**config.mk**
```make
export PLATFORM = sky130hd
export DESIGN_NAME = mmcm_lock_supervisor
export DESIGN_NICKNAME = d
export VERILOG_FILES = /design/src/rtl/mmcm_lock_supervisor.sv
export SDC_FILE = /design/constraint.sdc
export NUM_CORES = 1
export LEC_CHECK = 0
export ABC_AREA = 1
export CAP_MARGIN = 30
export CORE_MARGIN = 10
export CORE_UTILIZATION = 40
export DETAILED_ROUTE_END_ITERATION = 10
export PLACE_DENSITY = 0.59
export SYNTH_ARGS = -nofsm -noshare
export SYNTH_HDL_FRONTEND = slang
export SYNTH_SLANG_ARGS = --single-unit
```
**constraint.sdc**
```tcl
create_clock -name CLK_33MHz -period 2.1 [get_ports CLK_33MHz]
set_input_delay 0.63 -clock CLK_33MHz [delete_from_list [all_inputs] [get_ports CLK_33MHz]]
set_output_delay 0.63 -clock CLK_33MHz [all_outputs]
set_load 0.05 [all_outputs]
```
**src/rtl/mmcm_lock_supervisor.sv**
```systemverilog
// MMCM reset/lock supervisor: timed reset pulse, lock wait with timeout and bounded retries,
// settle qualification, stable flag. Optional lock-loss counter: define MMCM_SUP_LOCK_LOSS_CNT_EN.
module mmcm_lock_supervisor #(
    parameter int RST_PULSE_CYCLES    = 8,
    parameter int LOCK_TIMEOUT_CYCLES = 4096,
    parameter int SETTLE_CYCLES       = 256,
    parameter int MAX_RETRIES         = 3
) (
    input  logic       CLK_33MHz,
    input  logic       RESET_H,
    input  logic       MMCM_LOCKED_H,
    input  logic       RESTART_REQ_H,
    output logic       MMCM_RST_H,
    output logic       CLOCKS_STABLE_H,
    output logic       CLOCK_FAULT_H,
    output logic [3:0] RETRY_COUNT,
    output logic [2:0] STATE,
    output logic [7:0] LOCK_LOSS_COUNT
);

    typedef enum logic [2:0] {
        S_ASSERT_RST = 3'd1,
        S_WAIT_LOCK  = 3'd2,
        S_SETTLE     = 3'd3,
        S_STABLE     = 3'd4,
        S_FAULT      = 3'd5
    } state_t;

    // One shared timer serves the pulse, timeout and settle phases, so size it for the longest.
    localparam int TMAX_A = (RST_PULSE_CYCLES > LOCK_TIMEOUT_CYCLES) ? RST_PULSE_CYCLES
                                                                     : LOCK_TIMEOUT_CYCLES;
    localparam int TMAX   = (TMAX_A > SETTLE_CYCLES) ? TMAX_A : SETTLE_CYCLES;
    localparam int TW     = $clog2(TMAX + 1);

    localparam logic [TW-1:0] PULSE_LAST   = TW'(RST_PULSE_CYCLES - 1);
    localparam logic [TW-1:0] TIMEOUT_LAST = TW'(LOCK_TIMEOUT_CYCLES - 1);
    localparam logic [TW-1:0] SETTLE_LAST  = TW'(SETTLE_CYCLES - 1);
    localparam logic [3:0]    RETRY_LIMIT  = 4'(MAX_RETRIES);

    state_t          state_q, state_d;
    logic [TW-1:0]   timer_q, timer_d;
    logic [3:0]      retry_q, retry_d;
    logic            lock_meta, lock_sync;
    logic            attempt_failed;

    // Two-flop synchronizer for the asynchronous LOCKED pin.
    always_ff @(posedge CLK_33MHz) begin
        if (RESET_H) begin
            lock_meta <= 1'b0;
            lock_sync <= 1'b0;
        end else begin
            // NOTE: non-blocking assignments keep this a true two-stage shift; blocking ones would collapse it to one flop.
            lock_meta <= MMCM_LOCKED_H;
            lock_sync <= lock_meta;
        end
    end

    always_ff @(posedge CLK_33MHz) begin
        if (RESET_H) begin
            state_q <= S_ASSERT_RST;
            timer_q <= '0;
            retry_q <= '0;
        end else begin
            state_q <= state_d;
            timer_q <= timer_d;
            retry_q <= retry_d;
        end
    end

    always_comb begin
        // NOTE: every output of this block gets a default first so no path leaves one unassigned (no latches).
        state_d        = state_q;
        timer_d        = timer_q;
        retry_d        = retry_q;
        attempt_failed = 1'b0;

        if (RESTART_REQ_H) begin
            state_d = S_ASSERT_RST;
            timer_d = '0;
            retry_d = '0;
        end else begin
            unique case (state_q)
                S_ASSERT_RST: begin
                    if (timer_q == PULSE_LAST) begin
                        state_d = S_WAIT_LOCK;
                        timer_d = '0;
                    end else begin
                        timer_d = timer_q + TW'(1);
                    end
                end
                S_WAIT_LOCK: begin
                    // Lock is checked before the timeout so a coincident lock still counts.
                    if (lock_sync) begin
                        state_d = S_SETTLE;
                        timer_d = '0;
                    end else if (timer_q == TIMEOUT_LAST) begin
                        attempt_failed = 1'b1;
                    end else begin
                        timer_d = timer_q + TW'(1);
                    end
                end
                S_SETTLE: begin
                    if (!lock_sync) begin
                        attempt_failed = 1'b1;
                    end else if (timer_q == SETTLE_LAST) begin
                        state_d = S_STABLE;
                        timer_d = '0;
                        retry_d = '0;
                    end else begin
                        timer_d = timer_q + TW'(1);
                    end
                end
                S_STABLE: begin
                    if (!lock_sync) begin
                        state_d = S_ASSERT_RST;
                        timer_d = '0;
                        retry_d = '0;
                    end
                end
                S_FAULT: begin
                    timer_d = '0;
                end
                default: begin
                    state_d = S_ASSERT_RST;
                    timer_d = '0;
                end
            endcase

            if (attempt_failed) begin
                timer_d = '0;
                if (retry_q == RETRY_LIMIT) begin
                    state_d = S_FAULT;
                end else begin
                    state_d = S_ASSERT_RST;
                    retry_d = retry_q + 4'd1;
                end
            end
        end
    end

    // Flags are decoded from the next state so they move on the same edge as STATE.
    always_ff @(posedge CLK_33MHz) begin
        if (RESET_H) begin
            MMCM_RST_H      <= 1'b1;
            CLOCKS_STABLE_H <= 1'b0;
            CLOCK_FAULT_H   <= 1'b0;
        end else begin
            MMCM_RST_H      <= (state_d == S_ASSERT_RST) || (state_d == S_FAULT);
            CLOCKS_STABLE_H <= (state_d == S_STABLE);
            CLOCK_FAULT_H   <= (state_d == S_FAULT);
        end
    end

    assign STATE       = state_q;
    assign RETRY_COUNT = retry_q;

`ifdef MMCM_SUP_LOCK_LOSS_CNT_EN
    logic       loss_event;
    logic [7:0] loss_count_q;

    // A restart request coincident with lock loss is a deliberate restart, not a loss event.
    assign loss_event = (state_q == S_STABLE) && !lock_sync && !RESTART_REQ_H;

    always_ff @(posedge CLK_33MHz) begin
        if (RESET_H) begin
            loss_count_q <= 8'd0;
        end else if (loss_event && (loss_count_q != 8'hFF)) begin
            loss_count_q <= loss_count_q + 8'd1;
        end
    end

    assign LOCK_LOSS_COUNT = loss_count_q;
`else
    assign LOCK_LOSS_COUNT = 8'd0;
`endif

endmodule

```
# Word-level counts from Yosys, hierarchy flattened

Cells that the tools add are included.

Input port bits: 4
Register bits after elaboration: 25
Output and inout bits: 18

Eq/ne operators: 15
Add/subtract/negate cells: 2
Mux-type cells: 27
Reduce and logical (&&, ||, !) cells: 4

Operator list:

| operator                                        | number |
|---|---|
| 2-to-1 mux 13 bit                               | 6 |
| case mux 13 bit (4 select lines)                | 1 |
| 2-to-1 mux 3 bit                                | 8 |
| 2-to-1 mux 4 bit                                | 5 |
| case mux 3 bit (5 select lines)                 | 1 |
| adder 13 x 1 -> 13 bit, second input constant   | 1 |
| == test 13 x 12 -> 1 bit, second input constant | 1 |
| == test 13 x 3 -> 1 bit, second input constant  | 1 |
| == test 13 x 8 -> 1 bit, second input constant  | 1 |
| == test 3 bit, second input constant            | 4 |
| case mux 4 bit (2 select lines)                 | 1 |
| == test 3 x 1 -> 1 bit, second input constant   | 2 |
| == test 3 x 2 -> 1 bit, second input constant   | 2 |
| adder 4 x 1 -> 4 bit, second input constant     | 1 |
| == test 4 x 2 -> 1 bit, second input constant   | 1 |
| 2-to-1 mux 1 bit                                | 4 |
| != test 2 bit, second input constant            | 2 |
| != test 3 bit, second input constant            | 1 |
| AND reduction 3 bit                             | 1 |
| OR reduction 3 bit                              | 1 |
| case mux 1 bit (2 select lines)                 | 1 |
| OR reduction 2 bit                              | 1 |
| logical OR 1 bit                                | 1 |

# Depth between registers and ports, before layout

Gate-level depths: netlist (run 1).

Depth in word-level cells: 9
Gate-level depth with buffers: 14
Depth with buffers taken out: 14

# Worst setup path after synthesis (run 1)

OpenSTA, ideal clock, no wires.

Path type: reg-to-reg
Start: reg state_q[1], in the netlist STATE[1]
End: reg timer_q[9]
Data required time: 1990 ps
Stages on the path, launching flop included: 11
Arrival time: 1610 ps
Setup time: 110 ps
Setup slack: 380 ps
Cells stage by stage: dfxtp_1 > inv_1 > nand2_1 > o21ai_0 > o21ai_2 > nand2_2 > buf_6 > nor2_1 > nand2_1 > nand2_1 > nor2_2

Word-level cells in the longest chain between the ends: 4
Elaborated cells on any way between the ends: 12
Those cells by class: eq/ne (7); mux (3); reduce/logical (2)

RTL lines:

| what                                | RTL line | source |
|---|---|---|
| start: declaration                  | 40       | `state_t state_q, state_d;` |
| start signal: assignment            | 64       | `state_q <= state_d;` |
| == test 3 x 2 -> 1 bit              | 82       | `unique case (state_q)` |
| case mux 1 bit (2 select lines)     | 82       |  |
| 2-to-1 mux 1 bit                    | 77       | `if (RESTART_REQ_H) begin` |
| OR reduction 3 bit (no source line) | --       |  |
| end signal: assignment              | 65       | `timer_q <= timer_d;` |
| end: declaration                    | 41       | `logic [TW-1:0] timer_q, timer_d;` |

Parallel ways exist; a longest one is shown, timed or not. The select of a mux whose other input is x is not followed.
A chain may end at the register's enable or synchronous reset.

# Final worst setup path (run 1)

Start: reg timer_q[0]
End: reg timer_q[10]

Word-level cells in the longest chain between the ends: 6
Elaborated cells on any way between the ends: 17
Those cells by class: add/sub (1); eq/ne (4); mux (10); reduce/logical (2)

RTL lines:

| what |
|---|
| parallel branches: the longest is 6 deep, another holds adder 13 x 1 -> 13 bit |

Parallel ways; which one is timed is not known. The select of a mux whose other input is x is not followed.

==> run_results.csv, run 1 <==
group,metric,value,unit
critical_path,timing.critical_path.cells,"ha_1 -> nand2_2 -> inv_1 -> nand2_1 -> nor2_1 -> nand2_1 -> nand2_1 -> nand3_1 -> nand2_1 -> nand2_4 -> nand2_4 -> inv_2 -> nand2_1 -> nor2_2",
finish,area_delta_synth_final,11.9,%
critical_path,worstSetupEndpointType,"flip-flop",
logic_synthesis,seq_cells_post_synth,25,
critical_path,standard_cell_with_the_maximum_stage_delay_on_the_critical_path,"dfxtp_1",
critical_path,worst-setup-path-type,"reg -> reg",
sta,timing.setup.tns,0,ns
grt,grt.overflow.total,0,
sta,rsz0062_at_grt,"false",
detailed_routing,wl_per_cell,11.0,um
clock_tree,clock_tree.htree_level_count,1,
detailed_routing,drc_errors,0,
logic_synthesis,synth_adder_area_share,0.0247,
finish,utilization,0.465,
outcome,outcome,"finished clean",
sta,timing_max_transition_violations_final,0,
finish,fillCellCount,397,
die,placement_rows,22,
clock_tree,insertion_delay,0.27,ns
grt,gr-usage-all-layers,0.104,
die,initial_utilization,0.415,
clock_tree,tritoncts,"done",
die,die_width,81.7,um
logic_synthesis,yosysSeqAreaShare,0.329,
sta,finalWorstSetupSlack,0.313,ns
detailed_routing,firstDrtPassIters,4,
die,floorplan.die_area,0.00667,mm^2
critical_path,crit_buf_inv,2,
sta,max_clock_freq,560,MHz
finish,final_layout_size_suffix_gt1_frac,0.187,
sta,setup-violations-final,0,
critical_path,start_kind,"flip-flop",
grt,grt_start_max_net_pins,15,
logic_synthesis,total_standard_cell_area_after_synthesis,0.00152,mm^2
grt,number_of_antenna_violations_at_the_first_check_in_global_routing,0,
critical_path,worst_path_dominant_cell_family,"simple AND/OR/NAND/NOR gates",
critical_path,critPathMaxStageDelay,0.38,ns
clock_tree,post_cts_resize_count,0,
power_and_ir_drop,static-leakage-power,0.714,nW
finish,final_cell_mix,"47 x nand2_1, 33 x inv_1, 31 x nor2_1",
sta,final_min_period_over_clock_period,0.851,
detailed_routing,drtIter0Drc,51,
clock_tree,cts.clk_slew.worst_paths,0.09,ns
finish,final-instance-count-excl-fill,289,
logic_synthesis,synth_top_family_by_area,"simple AND/OR/NAND/NOR gates",
logic_synthesis,synth-compound-area-share,0.0823,
placement,finalWeightedCongestion,0.854,
clock_tree,cts_hold_buf,0,
power_and_ir_drop,ir_drop,0.217,mV
logic_synthesis,synthSimpleGateAreaFrac,0.393,
clock_tree,numCtsBuffers,3,
placement,io_buffer_count,13,
grt,first_pass_grt_wire_length,5660,um
grt,grt_pass1_vias,1299,
critical_path,worst_ep_arrival_time,1.96,ns
detailed_routing,via_count,1305,
finish,mostFrequentLayoutCell,"nand2_1",
placement,detailedPlace.worstSlack,0.130,ns
die,die_y,81.7,um
logic_synthesis,yosys-mux-area-fraction,0,
power_and_ir_drop,pd_cells,495,mW/mm^2
critical_path,required_time_reported_for_the_critical_path_endpoint,2.27,ns
logic_synthesis,yosysWarningCount,0,
finish,final_cell_area,0.00170,mm^2
sta,period_minus_slack,1.79,ns
sta,worst_clk_skew,0.00529,ns
placement,dp.final_hpwl,2630,um
sta,hold_viol,0,
hold_path,hold_path_class,"reg -> reg",
detailed_routing,routed_wl,3170,um
clock_tree,root_buffer,"clkbuf_8",
job,drv.max_cap_violation_count,0,
critical_path,critPathMostFrequentCell,"nand2_1",
clock_tree,postCtsSetupBuffers,0,
die,design.core.area,0.00366,mm^2
logic_synthesis,syn_avg_cell_area,6.79,um^2
placement,post_dp_cell_area,0.00166,mm^2
die,io_pins,22,
detailed_routing,drt-vias-per-instance,4.52,
logic_synthesis,synthCells,224,
finish,antenna_cells,0,
detailed_routing,antenna_violating_nets_post_route,0,
logic_synthesis,post_synth_xor_area_fraction,0.0230,
logic_synthesis,synth_cell_types,31,
clock_tree,clkSinkCount,25,
critical_path,timing.critical_path.fanout_max,5,
placement,dpl.cell_count,285,
clock_tree,cts_max_path_buffers,2,
finish,net_count_final,249,
-- kinds of logic (layout without fill, tap and decap cells) --
group | after synthesis | in the layout
buffers and inverters | 48 | 58
XOR/XNOR | 4 | 4
other | 1 | 8
flip-flops | 25 | 25
AO/OA/AOI/OAI | 23 | 23
adder cells (fa/ha/maj) | 3 | 3
AND/OR/NAND/NOR | 120 | 120
-- final cells by class --
cell class	count	area [um^2]	share of cell area
Clock buffer	3	41.3	0.0243
Tap cell	48	60.1	0.0353
Clock inverter	1	5.00	0.00294
Timing Repair Buffer	15	120	0.0706
Inverter	39	150	0.0882
Multi-Input combinational cell	158	825	0.485
Sequential cell	25	500	0.294
-- report_power, final --
| part | switching [mW] | leakage (nW) | internal [mW] | total (mW) |
|---|---|---|---|---|
| clock | 0.159 | 0.0255 | 0.133 | 0.292 |
| combinational | 0.0536 | 0.486 | 0.0157 | 0.0693 |
| sequential | 0.00348 | 0.202 | 0.478 | 0.481 |
| total | 0.216 | 0.714 | 0.626 | 0.842 |
-- synthesized netlist by cell type, drive strengths merged --
master	number	area share
nand2	57	0.17
inv	38	0.095
nor2	38	0.11
dfxtp	25	0.33
nand3	14	0.058
o21ai	13	0.045
buf	9	0.047
a21oi	8	0.026
nand4	7	0.033
ha	3	0.025
xor2	3	0.017
nor3	2	0.0066
nor3b	2	0.013
a31o	1	0.0058
clkinv	1	0.0033
conb	1	0.0025
o211ai	1	0.0049
xnor2	1	0.0058
-- through the flow --
| stage | hold slack, ns | total power [mW] |
|---|---|---|
| after floorplan | 0.388 | 0.560 |
| after global placement | 0.407 | 0.560 |
| after detailed placement | 0.401 | 0.561 |
| after CTS | 0.413 | 0.855 |
| after global routing | 0.451 | 0.881 |
| final | 0.409 | 0.842 |
-- tightest hold or removal path, cell delays in order, from the launching register on --
cell     delay, ns
dfxtp_1       0.31
inv_1         0.04
nor2_1        0.03
-- per-layer routing --
layer  part of all wire  track usage
met1               0.52        0.130
met3              0.026       0.0218
met5                  0            0
met4             0.0057       0.0306
met2               0.45        0.175
-- final timing paths --
kind,start,slack (ns),depth (start not counted),to
setup / recovery,timer_q[0]$_SDFFE_PP0P_,0.31,14,timer_q[10]$_SDFFE_PP0P_
hold / removal,lock_meta$_SDFF_PP0_,0.41,2,lock_sync$_SDFF_PP0_
setup reg to reg,timer_q[0]$_SDFFE_PP0P_,0.31,14,timer_q[10]$_SDFFE_PP0P_
hold reg to reg,lock_meta$_SDFF_PP0_,0.41,2,lock_sync$_SDFF_PP0_
-- registers in the layout (all words and copies together) (netlist names) --
name / flops
timer_q: 13
RETRY_COUNT: 4
STATE: 3
CLOCKS_STABLE_H: 1
CLOCK_FAULT_H: 1
MMCM_RST_H: 1
lock_meta: 1
lock_sync: 1
Power figures use the tool's default switching activity.
==> run 2: changes to the inputs <==
Settings changed: TNS_END_PERCENT from default to 5.
==> results of run 2 <==
The final DEF is identical to that of run 1; final timing and power are the same.
==> run 3: changes to the inputs <==
Settings changed: CTS_CLUSTER_DIAMETER from default to 200.
==> results of run 3 <==
The final DEF is identical to that of run 1; final timing and power are the same.
